**src/rtl/fp32_pkg.sv**
```systemverilog
// Field positions, special-value encodings and flag indices for IEEE-754
// single precision, shared by the adder operand-preparation logic.
package fp32_pkg;

  localparam int SIGN_BIT = 31;
  localparam int EXP_MSB  = 30;
  localparam int EXP_LSB  = 23;
  localparam int FRAC_MSB = 22;

  localparam logic [7:0] EXP_ALL1 = 8'hFF;

  // Bit positions inside out_flags = {nan, inf, zero_b, sign_mismatch}
  localparam int FLG_NAN = 3;
  localparam int FLG_INF = 2;
  localparam int FLG_ZB  = 1;
  localparam int FLG_SM  = 0;

  // A shift of 25 or more clears the 24-bit significand plus guard bit.
  localparam int DIFF_SAT_DEFAULT = 25;

endpackage

```
**src/rtl/fp32_classify.sv**
```systemverilog
// Per-operand decode of the exponent/fraction fields into special classes.
// Zero and denormals are both reported as zero; the sign is irrelevant here.
module fp32_classify
  import fp32_pkg::*;
(
  input  logic [EXP_MSB:0] op,
  output logic             is_nan,
  output logic             is_inf,
  output logic             is_zero
);

  logic exp_max;
  logic frac_nz;

  assign exp_max = (op[EXP_MSB:EXP_LSB] == EXP_ALL1);
  assign frac_nz = |op[FRAC_MSB:0];

  assign is_nan  = exp_max &  frac_nz;
  assign is_inf  = exp_max & ~frac_nz;
  assign is_zero = (op[EXP_MSB:EXP_LSB] == '0);

endmodule

```
**src/rtl/fadd_operand_prep.sv**
```systemverilog
// Two-stage operand preparation ahead of the FP adder: stage 1 orders the
// pair by magnitude, stage 2 classifies specials and computes the saturated
// exponent difference. Valid/ready on both sides; the only combinational
// path is out_ready -> in_ready.
module fadd_operand_prep
  import fp32_pkg::*;
#(
  parameter int DIFF_SAT = fp32_pkg::DIFF_SAT_DEFAULT,
  parameter int EXP_W    = 8,
  parameter int FRAC_W   = 23
) (
  input  logic                    clk,
  input  logic                    rst,
  input  logic                    in_valid,
  output logic                    in_ready,
  input  logic [EXP_W+FRAC_W:0]   in_a,
  input  logic [EXP_W+FRAC_W:0]   in_b,
  output logic                    out_valid,
  input  logic                    out_ready,
  output logic [EXP_W+FRAC_W:0]   out_a,
  output logic [EXP_W+FRAC_W:0]   out_b,
  output logic [EXP_W-1:0]        out_diff,
  output logic                    out_swapped,
  output logic [3:0]              out_flags
);

  localparam int OP_W = EXP_W + FRAC_W + 1;
  localparam logic [EXP_W:0]   SAT_WIDE = (EXP_W+1)'(DIFF_SAT);
  localparam logic [EXP_W-1:0] SAT_OUT  = EXP_W'(DIFF_SAT);

  logic            s1_valid;
  logic [OP_W-1:0] s1_a;
  logic [OP_W-1:0] s1_b;
  logic            s1_swapped;

  logic            s2_valid;
  logic [OP_W-1:0] s2_a;
  logic [OP_W-1:0] s2_b;
  logic [EXP_W-1:0] s2_diff;
  logic            s2_swapped;
  logic [3:0]      s2_flags;

  logic s1_adv;
  logic in_fire;
  logic swap;

  logic a_nan, a_inf, a_zero;
  logic b_nan, b_inf, b_zero;
  logic [EXP_W:0]   diff_raw;
  logic [EXP_W-1:0] diff_nxt;
  logic [3:0]       flags_nxt;

  assign s1_adv   = !s2_valid || out_ready;
  assign in_ready = !s1_valid || s1_adv;
  assign in_fire  = in_valid && in_ready;

  // Magnitude compare on {exp, frac}; ties keep the original order.
  assign swap = (in_b[EXP_MSB:0] > in_a[EXP_MSB:0]);

  // Stage 1: capture the ordered pair on every accepted input.
  always_ff @(posedge clk or posedge rst) begin
    if (rst) begin
      s1_valid   <= 1'b0;
      s1_a       <= '0;
      s1_b       <= '0;
      s1_swapped <= 1'b0;
    end else if (in_fire) begin
      s1_valid   <= 1'b1;
      s1_a       <= swap ? in_b : in_a;
      s1_b       <= swap ? in_a : in_b;
      s1_swapped <= swap;
    end else if (s1_adv) begin
      s1_valid   <= 1'b0;
    end
  end

  fp32_classify u_class_a (
    .op      (s1_a[EXP_MSB:0]),
    .is_nan  (a_nan),
    .is_inf  (a_inf),
    .is_zero (a_zero)
  );

  fp32_classify u_class_b (
    .op      (s1_b[EXP_MSB:0]),
    .is_nan  (b_nan),
    .is_inf  (b_inf),
    .is_zero (b_zero)
  );

  // Ordering guarantees exp(A) >= exp(B), so the 9-bit difference never wraps.
  // A zero A forces a zero B, so folding a_zero into zero_b changes nothing.
  always_comb begin
    diff_raw  = {1'b0, s1_a[EXP_MSB:EXP_LSB]} - {1'b0, s1_b[EXP_MSB:EXP_LSB]};
    diff_nxt  = (diff_raw >= SAT_WIDE) ? SAT_OUT : diff_raw[EXP_W-1:0];
    flags_nxt = '0;
    flags_nxt[FLG_NAN] = a_nan | b_nan;
    flags_nxt[FLG_INF] = ~(a_nan | b_nan) & (a_inf | b_inf);
    flags_nxt[FLG_ZB]  = b_zero | a_zero;
    flags_nxt[FLG_SM]  = s1_a[SIGN_BIT] ^ s1_b[SIGN_BIT];
  end

  // Stage 2: advance whenever the output slot is free or being drained;
  // payload is only refreshed when stage 1 actually holds a pair.
  always_ff @(posedge clk or posedge rst) begin
    if (rst) begin
      s2_valid   <= 1'b0;
      s2_a       <= '0;
      s2_b       <= '0;
      s2_diff    <= '0;
      s2_swapped <= 1'b0;
      s2_flags   <= '0;
    end else if (s1_adv) begin
      s2_valid <= s1_valid;
      if (s1_valid) begin
        s2_a       <= s1_a;
        s2_b       <= s1_b;
        s2_diff    <= diff_nxt;
        s2_swapped <= s1_swapped;
        s2_flags   <= flags_nxt;
      end
    end
  end

  assign out_valid   = s2_valid;
  assign out_a       = s2_a;
  assign out_b       = s2_b;
  assign out_diff    = s2_diff;
  assign out_swapped = s2_swapped;
  assign out_flags   = s2_flags;

endmodule

```
**config.mk**
```make
export PLATFORM = sky130hd
export DESIGN_NAME = fadd_operand_prep
export DESIGN_NICKNAME = d
export VERILOG_FILES = /design/src/rtl/fp32_pkg.sv /design/src/rtl/fp32_classify.sv /design/src/rtl/fadd_operand_prep.sv
export SDC_FILE = /design/constraint.sdc
export NUM_CORES = 1
export LEC_CHECK = 0
export ABC_CLOCK_PERIOD_IN_PS = 6500
export BUFFER_PORTS_ARGS = -buffer_cell sky130_fd_sc_hd__buf_2
export CORE_UTILIZATION = 56
export CTS_BUF_LIST = sky130_fd_sc_hd__clkbuf_16
export DETAILED_ROUTE_END_ITERATION = 6
export PLACE_DENSITY = 0.81
export SLEW_MARGIN = 20
export SYNTH_ARGS = -nofsm -noshare
export SYNTH_HDL_FRONTEND = slang
export SYNTH_SLANG_ARGS = --single-unit
```
**constraint.sdc**
```tcl
create_clock -name clk -period 6.5 [get_ports clk]
set_input_delay 1.625 -clock clk [delete_from_list [all_inputs] [get_ports clk]]
set_output_delay 1.625 -clock clk [all_outputs]
set_load 0.01 [all_outputs]
```
# Yosys cells after proc, flatten, opt, wreduce, memory -nomap -nowiden
# Cells that the tools add are included.
dict set report totals {
  in_bits 68
  latchBits 0
  out_inout_bits 79
  memories 0
  ram_bits 0
  ff_bits 144
  elab_cells 43
  romBits 0
}
dict set report op_classes {
  n_bitwise 12
  add_sub_neg 1
  n_mux 5
  n_reduce_logical 11
  shift 0
  n_mul 0
  magnitude_cmp 2
  div_mod_pow 0
  eq_ne 2
}
# op n
set op_table {}
lappend op_table {{two-way mux 32 bit} 2}
lappend op_table {{OR reduction 23 bit} 2}
lappend op_table {{> comparator 31 bit} 1}
lappend op_table {{== test 8 bit, second input constant} 2}
lappend op_table {{zero test 8 bit} 2}
lappend op_table {{greater-or-equal comparator 9 x 5 -> 1 bit, second input constant} 1}
lappend op_table {{subtractor 8 x 8 -> 9 bit} 1}
lappend op_table {{two-way mux 8 bit} 1}
lappend op_table {{bitwise AND 1 bit} 5}
lappend op_table {{NOT 1 bit} 3}
lappend op_table {{OR 1 bit} 3}
lappend op_table {{zero test 1 bit} 2}
lappend op_table {{logical OR 1 bit} 2}
lappend op_table {{two-way mux 1 bit} 2}
lappend op_table {{AND reduction 2 bit} 1}
lappend op_table {{nonzero test 2 bit} 1}
lappend op_table {{logical AND 1 bit} 1}
lappend op_table {{XOR 1 bit} 1}

# Longest topological paths before layout
dict set report depth {
  word_depth 5
  mapped_depth 11
  mapped_depth_nobuf 10
}

# Hierarchy
# From an unflattened synthesis, not the netlist that was laid out.
dict set report unflattened {
  hier_cells 839
  hier_area_um2 7606.0
}
# mod instances area_each_um2 seq_area_each_um2 cells_per_inst
set by_module_without_submodules {}
lappend by_module_without_submodules {fadd_operand_prep 1 7403.4 3603.5 807}
lappend by_module_without_submodules {fp32_classify 2 101.3 0.0 16}

# Worst setup path before layout
# Ideal clock, no wire load.
dict set report synth_path {
  path_kind {input to output}
  start {input port out_ready}
  end {output port in_ready}
  path_stages 2
  t_required_ns 4.875
  path_buffers 1
  arrival_ns 2.055
  setup_slack_ns 2.820
  cell_sequence {nand3b_1 -> clkbuf_1}
}
dict set report synth_via {
  elab_chain_cells 2
}
# item line
set synth_lines {}
lappend synth_lines {{from (decl)} fadd_operand_prep.sv:19} ;# input logic out_ready,
lappend synth_lines {{logical OR 1 bit} fadd_operand_prep.sv:53} ;# assign s1_adv = !s2_valid || out_ready;
lappend synth_lines {{logical OR 1 bit} fadd_operand_prep.sv:54} ;# assign in_ready = !s1_valid || s1_adv;
lappend synth_lines {{to (decl)} fadd_operand_prep.sv:15} ;# output logic in_ready,
# No other way between the ends.

# Worst setup path after layout
dict set report layout_path {
  start {input port in_a[13]}
  end {register s1_b[13]}
}
dict set report layout_via {
  elab_chain_cells 2
}
# item line
set layout_lines {}
lappend layout_lines {{from (decl)} fadd_operand_prep.sv:16} ;# input logic [EXP_W+FRAC_W:0] in_a,
lappend layout_lines {{> comparator 31 bit} fadd_operand_prep.sv:58} ;# assign swap = (in_b[EXP_MSB:0] > in_a[EXP_MSB:0]);
lappend layout_lines {{two-way mux 32 bit *} fadd_operand_prep.sv:70} ;# s1_b <= swap ? in_a : in_b;
lappend layout_lines {{to (signal assigned)} fadd_operand_prep.sv:70}
lappend layout_lines {{to (decl)} fadd_operand_prep.sv:33} ;# logic [OP_W-1:0] s1_b;
# Mark *: on every way between the ends. The rest lies on a longest branch, timed or not.
# A chain may end at the register's enable or synchronous reset.

==> results.json <==
{
  "hold_class": "register to register",
  "start_kind": "input pin",
  "dp_cells": 1116,
  "clock-sinks": 144,
  "cts_setup_buffers": 0,
  "io_buffer_count": 146,
  "synth-async-reset-ratio_pct": 100,
  "min_period_ns": 3.89,
  "finClkSkew_ns": 0.00761,
  "cts-hold-fix-buffers": 0,
  "firstDrtPassIters": 5,
  "synth-xor-area-share_pct": 0.467,
  "cts_buffers": 17,
  "drive_gt1_share_pct": 20.2,
  "synth_flop_cell": "dfrtp_1",
  "rsz0062_at_grt": "no",
  "grt.total_usage_pct": 31.6,
  "finalHoldViolations": 0,
  "synth.distinct_cells": 50,
  "netlist_instances": 841,
  "fillerInstances": 1058,
  "yosys.area.top_type_share_pct": 48.0,
  "cts_tree": "yes",
  "relSlewSlack_pct": 46.9,
  "n_antenna_cell": 0,
  "synth_area_leaders": "dfrtp_1 (48%), nand2_1 (12%), ha_1 (6.7%)",
  "synth_compound_area_share_pct": 14.9,
  "dieArea_um2": 13900,
  "initial_utilization_pct": 58.5,
  "power.density_nw_per_um2": 334,
  "clockBufferDepth": 2,
  "syn-cell-area_um2": 7500,
  "io-pin-count": 147,
  "num-nets-final": 1072,
  "area_growth_pct": 18.8,
  "crit_fanout": 34,
  "drc": 0,
  "synth-seq-cells": 144,
  "path_class": "input pin to register",
  "seq_area_frac_synth_pct": 48.0,
  "post_drt_via_cell_ratio": 6.16,
  "tightest_slew_ns": 0.796,
  "avgRoutedWirePerCell_um": 18.5,
  "clk_pin_slew_ns": 0.06,
  "setup_violations": 0,
  "core_area_um2": 12800,
  "fin_crit_sh_pct": 59.8,
  "finalPower_w": 0.00298,
  "die-width_um": 118,
  "synth_nets": 950,
  "core.rowCount": 41,
  "grt_max_degree": 120,
  "drv_slew": 0,
  "synth_edf_count": 0,
  "gp_congestion": 0.928,
  "cts-resized-gates": 0,
  "dp_hpwl_um": 14000,
  "synthSimpleGateAreaFrac_pct": 24.1,
  "cts_root_buffer": "clkbuf_16",
  "drt_iter0_markers": 866,
  "synthMuxAreaShare_pct": 0.133,
  "grt_first_pass_wirelength_um": 34300,
  "layoutNonFillerInstCount": 1148,
  "num_vias": 7070,
  "grt_overflow": 0,
  "end_kind": "register",
  "crit_required_ns": 6.81,
  "synth_area_leader_cell": "dfrtp_1",
  "p_leak_nw": 4.60,
  "tns_ns": 0,
  "die-height_um": 118,
  "antenna_found_initial": 0,
  "postSynthAreaPerCell_um2": 8.92,
  "synth_adder_area_share_pct": 6.94,
  "drt-total-wl_um": 21200,
  "yosysWarnings": 0,
  "clk_latency_ns": 0.43,
  "synth_top_family_by_area": "simple AND/OR/NAND/NOR gates",
  "ir_drop_v": 0.000227,
  "htree_num_levels": 4,
  "grt_pass1_vias": 6700,
  "cap_violations": 0,
  "max_freq_mhz": 257,
  "status": "finished, final reports clean",
  "drtAntennaViolNets": 0,
  "arrival_ns": 4.20
}
-- layout by cell type, fill, tap and decap left out, drive strengths merged, types with 17 or more instances in the layout --
cell	Yosys	routed
nand4	35	35
and3	29	29
a221o	28	28
nand2	230	230
ha	40	40
dfrtp	144	144
buf	16	157
a211oi	23	23
nand3	32	32
a21oi	22	22
inv	46	48
clkbuf	38	17
nor2	20	20
o21ai	54	54
-- layout make-up --
cell class              instances  area [µm²]  share of cell area, %
clock buffers                  17         425                   4.77
clock inverters                15         176                   1.98
inverters                      46         180                   2.02
multi-input cells             597        3500                   39.3
flip-flops and latches        144        3600                   40.4
well taps                     172         215                   2.41
repair buffers                157         813                   9.12
-- stage by stage --
stage          setup slack, ns  instance area (µm²)  utilization [%]  hold WS (ns)
2_1_floorplan             1.01                 7500                -         0.439
3_3_place_gp              2.34                 8310             64.8         0.453
3_5_place_dp              2.23                 8310             64.8         0.457
4_1_cts                   2.62                 8910             69.5         0.471
5_1_grt                   2.45                 8920             69.5         0.483
6_report                  2.61                 8920             69.5         0.466
-- synth_stat cells, types with 2 or more instances --
cell type,count
xor2_1,2
a21oi_1,22
o21bai_1,2
inv_1,46
buf_1,3
nand3b_1,2
buf_2,9
clkbuf_1,38
nand3_1,32
o211ai_1,5
nand4_1,34
nor4_1,14
dfrtp_1,144
nand2_1,230
o21ai_0,45
a211oi_1,23
a31oi_1,4
o21ai_1,9
nand2b_1,8
xnor2_1,2
a41o_1,2
buf_4,2
o21a_1,4
and2_1,6
a221o_1,28
nor3_1,6
ha_1,40
o221ai_1,10
nor2_1,19
and3_1,29
buf_6,2
-- registers in the layout, indices dropped and copies added, names as in the netlist --
register     cells
s1_swapped       1
out_flags        4
out_diff         8
out_swapped      1
s1_a            32
s1_valid         1
out_valid        1
out_a           32
out_b           32
s1_b            32
-- power breakdown --
group,internal (W),switching [W]
clock network,0.000631,0.000374
registers,0.00108,0.000150
logic,0.000293,0.000447
-- per-layer routing --
metal	track usage, %	vias to the layer above	wire length [µm]
li1	-	3216	-
met1	42.9	3393	8980
met2	48.5	385	9530
met3	7.41	76	1980
met4	14.0	0	704
met5	0	-	0
-- path summary, 6_finish.rpt --
check | startpoint | endpoint | slack [ns] | depth (start not counted)
max | in_a[13] | s1_b[13] | 2.61 | 10
min | out_b[7] | out_b[7] | 0.47 | 2
max reg2reg | s1_valid | s1_b[13] | 3.88 | 6
min reg2reg | out_b[7] | out_b[7] | 0.47 | 2
max in group asynchronous | rst | s1_b[24] | 4.24 | 3
min in group asynchronous | rst | out_b[31] | 1.36 | 2
-- critical path, cell delays in order --
cell and delay, ns:
buf_2 0.09, inv_1 0.05, ha_1 0.33, nand4_1 0.17, nor4_2 0.42, nand2b_1 0.20
a31o_2 0.42, buf_4 0.43, a211oi_1 0.14, a221o_1 0.29
-- cells by family (layout without fill, tap and decap cells) --
kind of cell    after synthesis  after routing
simple gates                389            389
flops                       144            144
xor+xnor                      4              4
compound gates              162            162
mux                           1              1
fa+ha+maj                    41             41
buf+inv                     100            235
No activity file was read; power rests on OpenSTA's default activity.
